[config.mk]
export PLATFORM = sky130hd
export DESIGN_NAME = quat_mul_seq
export DESIGN_NICKNAME = d
export VERILOG_FILES = /design/src/rtl/quat_mul_seq.sv
export SDC_FILE = /design/constraint.sdc
export NUM_CORES = 2
export LEC_CHECK = 0
export ABC_AREA = 0
export CORE_MARGIN = 1.5
export CORE_UTILIZATION = 45
export DETAILED_ROUTE_END_ITERATION = 8
export PLACE_DENSITY = 0.65
export SYNTH_ARGS = -nofsm -noshare
export SYNTH_HDL_FRONTEND = slang
export SYNTH_SLANG_ARGS = --single-unit
[constraint.sdc]
create_clock -name clk -period 14 [get_ports clk]
set_input_delay 2.8 -clock clk [delete_from_list [all_inputs] [get_ports clk]]
set_output_delay 2.8 -clock clk [all_outputs]
set_load 0.02 [all_outputs]
[src/rtl/quat_mul_seq.sv]
// Sequential quaternion multiplier: one shared signed multiplier walks the 16
// Hamilton partial products into four accumulators, with valid/ready on both sides.
module quat_mul_seq #(
  parameter int IN_W  = 16,
  parameter int OUT_W = 2*IN_W
) (
  input  logic             clk,
  input  logic             rst_n,
  input  logic             in_valid,
  output logic             in_ready,
  input  logic [IN_W-1:0]  a0,
  input  logic [IN_W-1:0]  a1,
  input  logic [IN_W-1:0]  a2,
  input  logic [IN_W-1:0]  a3,
  input  logic [IN_W-1:0]  b0,
  input  logic [IN_W-1:0]  b1,
  input  logic [IN_W-1:0]  b2,
  input  logic [IN_W-1:0]  b3,
  output logic             out_valid,
  input  logic             out_ready,
  output logic [OUT_W-1:0] c0,
  output logic [OUT_W-1:0] c1,
  output logic [OUT_W-1:0] c2,
  output logic [OUT_W-1:0] c3,
  output logic             busy
);

  typedef enum logic [1:0] {IDLE = 2'd0, RUN = 2'd1, DONE = 2'd2} state_t;

  state_t                 state_reg, state_next;
  logic [3:0]             k_reg;
  logic signed [IN_W-1:0] a_reg [4];
  logic signed [IN_W-1:0] b_reg [4];
  logic [OUT_W-1:0]       c_reg [4];
  logic signed [IN_W-1:0] a_in  [4];
  logic signed [IN_W-1:0] b_in  [4];

  logic                     accept;
  logic                     last_step;
  logic [1:0]               i_idx;
  logic [1:0]               j_idx;
  logic signed [IN_W-1:0]   a_sel;
  logic signed [IN_W-1:0]   b_sel;
  logic signed [2*IN_W-1:0] prod;
  logic [OUT_W-1:0]         prod_ext;
  logic [OUT_W-1:0]         term;
  logic                     neg;

  assign a_in[0] = a0;
  assign a_in[1] = a1;
  assign a_in[2] = a2;
  assign a_in[3] = a3;
  assign b_in[0] = b0;
  assign b_in[1] = b1;
  assign b_in[2] = b2;
  assign b_in[3] = b3;

  assign accept    = in_valid && (state_reg == IDLE);
  assign last_step = (k_reg == 4'd15);

  always_ff @(posedge clk or negedge rst_n) begin
    if (!rst_n) state_reg <= IDLE;
    else        state_reg <= state_next;
  end

  always_comb begin
    state_next = state_reg;
    case (state_reg)
      IDLE:    if (in_valid)  state_next = RUN;
      RUN:     if (last_step) state_next = DONE;
      DONE:    if (out_ready) state_next = IDLE;
      default: state_next = IDLE;
    endcase
  end

  always_comb begin
    in_ready  = (state_reg == IDLE);
    out_valid = (state_reg == DONE);
    busy      = (state_reg != IDLE);
  end

  // Step counter parks at 15 once DONE is reached; the next accept rewinds it.
  always_ff @(posedge clk or negedge rst_n) begin
    if (!rst_n)                            k_reg <= 4'd0;
    else if (accept)                       k_reg <= 4'd0;
    else if (state_reg == RUN && !last_step) k_reg <= k_reg + 4'd1;
  end

  // Step k feeds output i = k[3:2] with term a_j * b_(i^j).
  assign i_idx    = k_reg[3:2];
  assign j_idx    = k_reg[1:0];
  assign a_sel    = a_reg[j_idx];
  assign b_sel    = b_reg[i_idx ^ j_idx];
  assign prod     = a_sel * b_sel;
  assign prod_ext = OUT_W'(prod);

  always_comb begin
    neg = 1'b0;
    case (i_idx)
      2'd0: neg = (j_idx != 2'd0);
      2'd1: neg = (j_idx == 2'd3);
      2'd2: neg = (j_idx == 2'd1);
      2'd3: neg = (j_idx == 2'd2);
      default: neg = 1'b0;
    endcase
  end

  assign term = neg ? (~prod_ext + 1'b1) : prod_ext;

  always_ff @(posedge clk or negedge rst_n) begin
    if (!rst_n) begin
      for (int n = 0; n < 4; n++) begin
        a_reg[n] <= '0;
        b_reg[n] <= '0;
        c_reg[n] <= '0;
      end
    end else if (accept) begin
      for (int n = 0; n < 4; n++) begin
        a_reg[n] <= a_in[n];
        b_reg[n] <= b_in[n];
        c_reg[n] <= '0;
      end
    end else if (state_reg == RUN) begin
      for (int n = 0; n < 4; n++) begin
        if (i_idx == 2'(n)) c_reg[n] <= c_reg[n] + term;
      end
    end
  end

  assign c0 = c_reg[0];
  assign c1 = c_reg[1];
  assign c2 = c_reg[2];
  assign c3 = c_reg[3];

endmodule

==> flow_summary.ini <==
[clocking]
root_buffer = clkbuf_16
cts_htree_levels = 2
clk_path_buf_depth = 3
post_cts_buffers = 0
hold_buffers = 0
clock-sinks = 262
numCtsBuffers = 34
clkTransAtPathRegs_ns = 0.06
post_cts_resized = 0
cts_tree = built
clkLatencyLatePin_ns = 0.57

[sta]
tightest_slew_ns = 1.23
finalSetupViolations = 0
rsz0062_at_grt = no
finalHoldViolations = 0
slew-limit-headroom_pct = 17.3
setup_tns_ns = 0
fmax_ghz = 0.0809
fin_crit_sh_pct = 88.3
finalMaxSlewViolations = 0
layout_min_cycle_time_ns = 12.37
finalClockSkew_ns = 0.0153

[cells_and_area]
seqCellArea_mm2 = 0.00656
fin_nets = 4034
multi_input_area_mm2 = 0.0190
diodes = 0
drive_gt1_share_pct = 4.50
fillers = 5707
syn2layout_area_growth_pct = 17.0

[grt]
antenna_found_initial = 0
grt_pass1_vias = 22200
grt_max_degree = 95
overflow = 0
grt_pass1_wl_um = 124000
grt_usage_pct = 25.0

[placement]
dp_hpwl_um = 61200
io_buffers = 262
globalplace.congestion = 0.929

[synthesis]
synth_edf_count = 0
avgSynthCellArea_um2 = 8.50
ys_ff_latch = 262
syn_inst = 3209
async_flop_share_pct = 100
yosysUniqueCellTypes = 81
synth_nets = 3823
yosys_warnings = 0
ys_seq_area_share_pct = 24.0
syn-cell-area_mm2 = 0.0273
synth_top_flop_cell = dfrtp_1

[detailed_routing]
detail-route-antenna-nets = 0
vias = 22600
first_iter_violations = 1507
vias_per_cell = 5.36
dr.pass1.iters = 6
totalWireLength_um = 77300
wl_per_cell_um = 18.3
route.detailed.drc = 0

[die]
die_area_mm2 = 0.0621
rows = 90
die_x_um = 249
core_mm2 = 0.0601
ios = 263
initial_core_util_pct = 45.4
die_h_um = 249

[worst_setup_path]
path_class = flip-flop to flip-flop
crit_top_cell = fa_1
startpoint_type = flip-flop
crit_fanout = 49
cpPeakStageDelay_ns = 0.96
cp.arrival_ns = 12.76
worstSetupEndpointType = flip-flop
crit_required_ns = 14.40
cpMaxStageDelayCell = dfrtp_2

[flow_run]
max-cap-violations = 0

[worst_hold_path]
hold_class = flip-flop to flip-flop

[run_status]
status = completed
[stage by stage]
stage	instance area, µm²	instances	utilization (%)	worst slack (ns)	hold WS [ns]
after floorplan	27300	3209	-	3.28	0.440
after global placement	30700	4166	51.1	1.98	0.453
after detailed placement	30700	4166	51.1	1.72	0.459
after CTS	31900	4227	53.1	1.69	0.473
after global routing	31900	4227	53.1	0.702	0.485
final	31900	4227	53.1	1.63	0.467
[synth_stat cells (all sizes together) (49+ instances only)]
library cell / n / area share [%]
nand2: 704 / 9.7
xor2: 68 / 2.2
dfrtp: 262 / 24
xnor2: 93 / 3.0
and2: 49 / 1.1
clkbuf: 105 / 1.4
ha: 216 / 9.9
o21ai: 200 / 3.7
nand3: 112 / 2.1
nor2: 172 / 2.4
a21oi: 143 / 2.7
a21o: 58 / 1.6
fa: 266 / 20
inv: 360 / 5.0
[worst paths after layout]
path | startpoint | to | slack, ns | cells after the start
min reg2reg | a_reg[56]$_DFFE_PN0P_ | a_reg[56]$_DFFE_PN0P_ | 0.47 | 2
min | a_reg[56]$_DFFE_PN0P_ | a_reg[56]$_DFFE_PN0P_ | 0.47 | 2
max in group asynchronous | rst_n | c1[3]$_DFFE_PN0P_ | 9.64 | 3
min in group asynchronous | rst_n | a_reg[60]$_DFFE_PN0P_ | 2.24 | 1
max reg2reg | k_reg[0]$_DFFE_PN0P_ | c3[30]$_DFFE_PN0P_ | 1.63 | 36
max | k_reg[0]$_DFFE_PN0P_ | c3[30]$_DFFE_PN0P_ | 1.63 | 36
[critical path: cells and delay by family (launching register included)]
kind                     cells  cell delay, ns
buffers and inverters        4            0.20
AO/OA/AOI/OAI               11            3.50
AND/OR/NAND/NOR              9            2.61
flip-flops                   1            0.96
XOR/XNOR                     4            1.15
adder cells (fa/ha/maj)      8            3.76
[cell type report]
cell class                      count  share of cell area, %
Clock inverter                     17                  0.772
Sequential cell                   262                   20.5
Timing Repair Buffer              291                   8.91
Inverter                          360                   4.23
Clock buffer                       44                   3.03
Multi-Input combinational cell   2471                   59.4
Tap cell                          782                   3.06
[placed cells by master (no fill, tap or decap), types with 29 or more instances in the layout]
cell / count
a21o_1: 58
a21oi_1: 139
and2_1: 48
buf_4: 29
clkbuf_16: 34
clkdlybuf4s50_1: 261
dfrtp_1: 260
fa_1: 266
ha_1: 216
inv_1: 360
nand2_1: 702
nand3_1: 112
nor2_1: 168
nor3_1: 32
o21a_1: 34
o21ai_0: 184
xnor2_1: 90
xor2_1: 68
[routing by layer]
layer	vias to the layer above	global-route usage, %	wire length [µm]
met5	-	0	0
met4	0	5.96	1600
met3	89	3.36	3970
met2	594	39.8	35500
met1	10900	36.0	36200
li1	11000	-	-
[kinds of logic after synthesis]
kind of cell / after synthesis / synth area share (%)
adders and majority gates: 482 / 29.4
AOI/OAI and AO/OA: 587 / 13.4
buffers and inverters: 476 / 6.56
xor gates and xnor gates: 164 / 5.44
and+or+nand+nor: 1192 / 18.8
DFF: 262 / 24.0
muxes: 46 / 2.30
Power is left out: the tool's default activity adds up to more than one toggle a clock period on the data nets, which glitch-free logic cannot reach.
